--- config.mk ---
export PLATFORM = sky130hd
export DESIGN_NAME = registers_dump_ctrl
export DESIGN_NICKNAME = d
export VERILOG_FILES = /design/src/rtl/regdump_pkg.sv /design/src/rtl/regdump_wr_arbiter.sv /design/src/rtl/registers_dump_ctrl.sv
export SDC_FILE = /design/constraint.sdc
export NUM_CORES = 1
export LEC_CHECK = 0
export ABC_CLOCK_PERIOD_IN_PS = 1400
export BUFFER_PORTS_ARGS = -buffer_cell sky130_fd_sc_hd__buf_4
export CAP_MARGIN = 30
export CORE_MARGIN = 2
export CORE_UTILIZATION = 34
export CTS_CLUSTER_DIAMETER = 60
export DETAILED_ROUTE_END_ITERATION = 10
export PLACE_DENSITY = 0.79
export SLEW_MARGIN = 20
export SYNTH_ARGS = -nofsm -noshare
export SYNTH_HDL_FRONTEND = slang
export SYNTH_SLANG_ARGS = --single-unit
--- constraint.sdc ---
create_clock -name clk -period 1.4 [get_ports clk]
set_input_delay 0.07 -clock clk [delete_from_list [all_inputs] [get_ports clk]]
set_output_delay 0.07 -clock clk [all_outputs]
set_load 0.02 [all_outputs]
--- src/rtl/regdump_pkg.sv ---
// regdump_pkg: default sizes and dump FSM state encoding shared by the
// register dump controller and its write arbiter.
package regdump_pkg;
    localparam int DATA_W_DEF   = 32;
    localparam int ADDR_W_DEF   = 5;
    localparam int NUM_REGS_DEF = 32;
    typedef enum logic [1:0] {S_IDLE, S_READ, S_SEND, S_CSUM} state_t;
endpackage

--- src/rtl/regdump_wr_arbiter.sv ---
// regdump_wr_arbiter: fixed-priority mux onto the register file write port;
// pipeline write-back always wins, debug writes wait for an idle write-back slot.
module regdump_wr_arbiter
    import regdump_pkg::*;
#(
    parameter int DATA_W = DATA_W_DEF,
    parameter int ADDR_W = ADDR_W_DEF
) (
    input  logic              wb_wr_en,
    input  logic [ADDR_W-1:0] wb_w_addr,
    input  logic [DATA_W-1:0] wb_w_data,
    input  logic              dbg_wr_en,
    input  logic [ADDR_W-1:0] dbg_w_addr,
    input  logic [DATA_W-1:0] dbg_w_data,
    output logic              dbg_wr_ack,
    output logic              rf_wr_en,
    output logic [ADDR_W-1:0] rf_w_addr,
    output logic [DATA_W-1:0] rf_w_data
);
    always_comb begin
        dbg_wr_ack = dbg_wr_en & ~wb_wr_en;
        rf_wr_en   = wb_wr_en | dbg_wr_ack;
        rf_w_addr  = wb_wr_en ? wb_w_addr : dbg_w_addr;
        rf_w_data  = wb_wr_en ? wb_w_data : dbg_w_data;
    end
endmodule

--- src/rtl/registers_dump_ctrl.sv ---
// registers_dump_ctrl: streams every register out over a valid/ready port while
// arbitrating register file writes; REGDUMP_CHECKSUM_EN appends an XOR checksum word.
module registers_dump_ctrl
    import regdump_pkg::*;
#(
    parameter int DATA_W   = DATA_W_DEF,
    parameter int ADDR_W   = ADDR_W_DEF,
    parameter int NUM_REGS = NUM_REGS_DEF
) (
    input  logic              clk,
    input  logic              rst_n,
    input  logic              wb_wr_en,
    input  logic [ADDR_W-1:0] wb_w_addr,
    input  logic [DATA_W-1:0] wb_w_data,
    input  logic              dbg_wr_en,
    input  logic [ADDR_W-1:0] dbg_w_addr,
    input  logic [DATA_W-1:0] dbg_w_data,
    output logic              dbg_wr_ack,
    output logic              rf_wr_en,
    output logic [ADDR_W-1:0] rf_w_addr,
    output logic [DATA_W-1:0] rf_w_data,
    output logic [ADDR_W-1:0] rf_r_addr,
    input  logic [DATA_W-1:0] rf_r_data,
    input  logic              dump_req,
    output logic              dump_busy,
    output logic              dump_done,
    output logic [DATA_W-1:0] out_data,
    output logic              out_valid,
    input  logic              out_ready,
    output logic              out_last
);
    localparam logic [ADDR_W:0] LAST_IDX = (ADDR_W+1)'(NUM_REGS - 1);

    state_t            state_q, state_d;
    logic [ADDR_W:0]   idx_q, idx_d;
    logic [DATA_W-1:0] out_data_q, out_data_d;
    logic              dump_done_q, dump_done_d;
    logic              at_last;
`ifdef REGDUMP_CHECKSUM_EN
    logic [DATA_W-1:0] csum_q, csum_d;
`endif

    regdump_wr_arbiter #(.DATA_W(DATA_W), .ADDR_W(ADDR_W)) u_arb (
        .wb_wr_en   (wb_wr_en),
        .wb_w_addr  (wb_w_addr),
        .wb_w_data  (wb_w_data),
        .dbg_wr_en  (dbg_wr_en),
        .dbg_w_addr (dbg_w_addr),
        .dbg_w_data (dbg_w_data),
        .dbg_wr_ack (dbg_wr_ack),
        .rf_wr_en   (rf_wr_en),
        .rf_w_addr  (rf_w_addr),
        .rf_w_data  (rf_w_data)
    );

    assign at_last   = idx_q == LAST_IDX;
    assign rf_r_addr = (state_q == S_READ) ? idx_q[ADDR_W-1:0] : '0;
    assign out_data  = out_data_q;
    assign dump_busy = state_q != S_IDLE;
    assign dump_done = dump_done_q;
`ifdef REGDUMP_CHECKSUM_EN
    assign out_valid = (state_q == S_SEND) || (state_q == S_CSUM);
    assign out_last  = state_q == S_CSUM;
`else
    assign out_valid = state_q == S_SEND;
    assign out_last  = (state_q == S_SEND) && at_last;
`endif

    always_comb begin
        state_d     = state_q;
        idx_d       = idx_q;
        out_data_d  = out_data_q;
        dump_done_d = 1'b0;
`ifdef REGDUMP_CHECKSUM_EN
        csum_d      = csum_q;
`endif
        case (state_q)
            S_IDLE: if (dump_req) begin
                state_d = S_READ;
                idx_d   = '0;
`ifdef REGDUMP_CHECKSUM_EN
                csum_d  = '0;
`endif
            end
            S_READ: begin
                out_data_d = rf_r_data;
                state_d    = S_SEND;
            end
            S_SEND: if (out_ready) begin
`ifdef REGDUMP_CHECKSUM_EN
                csum_d = csum_q ^ out_data_q;
`endif
                if (!at_last) begin
                    idx_d   = idx_q + 1'b1;
                    state_d = S_READ;
                end else begin
`ifdef REGDUMP_CHECKSUM_EN
                    // the checksum word already folds in the final register
                    out_data_d = csum_q ^ out_data_q;
                    state_d    = S_CSUM;
`else
                    state_d     = S_IDLE;
                    dump_done_d = 1'b1;
`endif
                end
            end
`ifdef REGDUMP_CHECKSUM_EN
            S_CSUM: if (out_ready) begin
                state_d     = S_IDLE;
                dump_done_d = 1'b1;
            end
`endif
            default: state_d = S_IDLE;
        endcase
    end

    always_ff @(posedge clk or negedge rst_n) begin
        if (!rst_n) begin
            state_q     <= S_IDLE;
            idx_q       <= '0;
            out_data_q  <= '0;
            dump_done_q <= 1'b0;
`ifdef REGDUMP_CHECKSUM_EN
            csum_q      <= '0;
`endif
        end else begin
            state_q     <= state_d;
            idx_q       <= idx_d;
            out_data_q  <= out_data_d;
            dump_done_q <= dump_done_d;
`ifdef REGDUMP_CHECKSUM_EN
            csum_q      <= csum_d;
`endif
        end
    end
endmodule

==> results.toml <==
[status]
run_status = "finished, violations left"
violations = "setup timing"

[setup_path]
crit_type = "reg2out"
crit_fanout = 2
arrival_ps = 1490
critPathCaptureType = "primary output"
worstPathRequired_ps = 1330
setup.worst_path.start_class = "register"

[route]
wl_per_cell_um = 15.3
route.detailed.drc = 0
vias = 2573
wl_um = 8430
vias_per_cell = 4.69
dr.pass1.iters = 4
drtIter0Drc = 68
drt.antenna.violating_nets = 0

[sta]
layout_setup_ws_ps = -156
drv_slew = 0
whs_ps = 248
rsz0062_at_grt = "true"
tightest_slew_ps = 519
fin_crit_sh = 1.11
fin_skew_ps = 10.5
finalCriticalPeriod_ps = 1560
setup_viol = 6
fmax_mhz = 643
hold_violations = 0
relSlewSlack = 0.654

[clocking]
htree_levels = 2
clkTransAtPathRegs_ps = 90
tritoncts = "built"
cts.sinks = 41
cts_made_buffers = 5
insertion_delay_ps = 290
cts_root_buffer = "clkbuf_8"
clock_tree.buffer_depth = 2

[power_and_ir_drop]
pwr-share-seq = 0.306
switching_share = 0.401
powerDensity_nw_per_um2 = 1540
power_frac_comb = 0.545
peakVddDrop_mv = 1.07
p_sw_mw = 2.69
power_frac_clock = 0.148
cellLeakagePower_nw = 2.30
internal_power_mw = 4.01

[die]
fp.dieH_um = 84.2
start_util = 0.348
die-width_um = 84.2
dieArea_um2 = 7090
ios = 192
core_area_um2 = 6280
rows = 29

[global_routing]
grt_overflow_total = 0
grt_max_degree = 42
antenna_found_initial = 0
grt_pass1_wl_um = 13300
grt.total_usage = 0.234
first_global_vias = 2620

[place]
gp_congestion = 0.859
portBuffers = 191
place_area_um2 = 3750
hpwlAfterDp_um = 6170
dpl.cell_count = 500

[finish]
register_area_um2 = 1030
multi_input_area_um2 = 1110
layout-drive-gt1-share = 0.570
final_common_cell = "buf_4"
num-fill-cells = 478
syn_to_final_growth_pct = 98.3
final_cell_mix = "buf_4 (201), nand2_1 (99), dfrtp_1 (41), mux2_2 (37), dlygate4sd3_1 (34)"
fin_cells = 549
final_cell_area_um2 = 4340
nets = 584
insertedDiodeCount = 0

[synth]
yosysWarningCount = 0
ys_seq_area_frac = 0.469
mappedNetlistArea_um2 = 2190
synth_area_per_cell_um2 = 9.34
synthesis.nets = 347
synth_cell_types = 28
yosys_register_bits = 41
synthCells = 234

[job]
maxCapViolCount = 0

[min_path]
hp-class = "in2reg"
==> logic make-up (layout without fill, tap and decap cells) <==
kind of cell	after synthesis	after routing	synth area share
buffers and inverters	18	256	0.0452
DFF	41	41	0.469
and+or+nand+nor	123	123	0.236
adders and majority gates	1	1	0.00572
muxes	39	39	0.200
AOI/OAI and AO/OA	12	12	0.0441
==> power groups by stage <==
stage,combinational [mW],sequential (mW),clock (mW)
after detailed placement,3.39,2.05,0
after CTS,3.56,2.03,1.01
after global routing,3.94,2.13,1.07
after global placement,3.32,2.03,0
after floorplan,1.25,2.59,0
final,3.65,2.05,0.993
==> worst paths after layout <==
kind | from | end | slack [ps] | cells past startpoint
min in group asynchronous | rst_n | idx_q[1] | 290 | 2
worst max register to register | idx_q[1] | idx_q[4] | -140 | 5
worst max-delay path | idx_q[1] | out_last | -160 | 6
worst min register to register | out_data[30] | out_data[30] | 480 | 2
worst min-delay path | dump_req | idx_q[5] | 250 | 4
max in group asynchronous | rst_n | out_data[26] | 740 | 2
==> state kept, by name (all words and copies together), names as in the netlist <==
| name | cells |
|---|---|
| dump_done | 1 |
| state_q | 2 |
| idx_q | 6 |
| out_data | 32 |
==> final cells by class <==
class	count	share of cell area
Timing Repair Buffer	244	0.454
Clock inverter	1	0.00693
Sequential cell	41	0.237
Inverter	4	0.00346
Clock buffer	7	0.0199
Tap cell	77	0.0222
Multi-Input combinational cell	175	0.257
==> routing by layer <==
| layer | track usage | share of wire | vias up |
|---|---|---|---|
| met1 | 0.285 | 0.38 | 1210 |
| met5 | 0 | 0 | - |
| met2 | 0.394 | 0.50 | 116 |
| met4 | 0.0499 | 0.010 | 0 |
| met3 | 0.0934 | 0.11 | 8 |
| li1 | - | - | 1239 |
==> synthesized netlist by cell type <==
cell	number	area, um2
nor3b_1	1	7.51
a41oi_1	1	8.76
and2_1	4	25.0
buf_2	10	50.1
nor2_1	3	11.3
mux2i_1	2	20.0
nand3_1	4	20.0
a21oi_1	2	10.0
or2_2	2	12.5
a211o_1	1	8.76
and4_1	1	8.76
buf_6	1	11.3
dfrtp_1	41	1030
and3_1	1	6.26
nand2b_1	3	18.8
o31ai_1	1	7.51
a31oi_1	3	18.8
nand4_1	1	6.26
a311oi_4	1	26.3
nor2b_1	3	18.8
and3b_1	1	8.76
ha_1	1	12.5
inv_1	4	15.0
mux2_2	37	417
buf_4	3	22.5
o21ai_0	2	10.0
o22ai_1	1	6.26
nand2_1	99	372
==> timing repair <==
item                       CTS  global route
setup endpoints to repair   11            12
gates resized for setup      6            14
hold buffers                34             0
pin swaps                    3             5
hold endpoints to repair    74             0
gates cloned                 0             0
buffers inserted             5             2
==> critical path: stages (launching register included) <==
cell and delay [ps]:
dfrtp_1 370, ha_2 190, and3_4 190, buf_6 100, nand3_4 80, nor2_2 120
buf_6 130
==> metrics by stage <==
stage | setup WS [ps] | power [mW] | setup TNS, ps | utilization
floorplan | 18.9 | 3.84 | 0 | -
global placement | 22.8 | 5.35 | 0 | 0.598
detailed placement | -28.0 | 5.44 | -38.1 | 0.598
CTS | -149 | 6.60 | -603 | 0.681
global route | -224 | 7.14 | -1360 | 0.691
finish | -156 | 6.70 | -678 | 0.691
(Power assumes the default switching activity.)
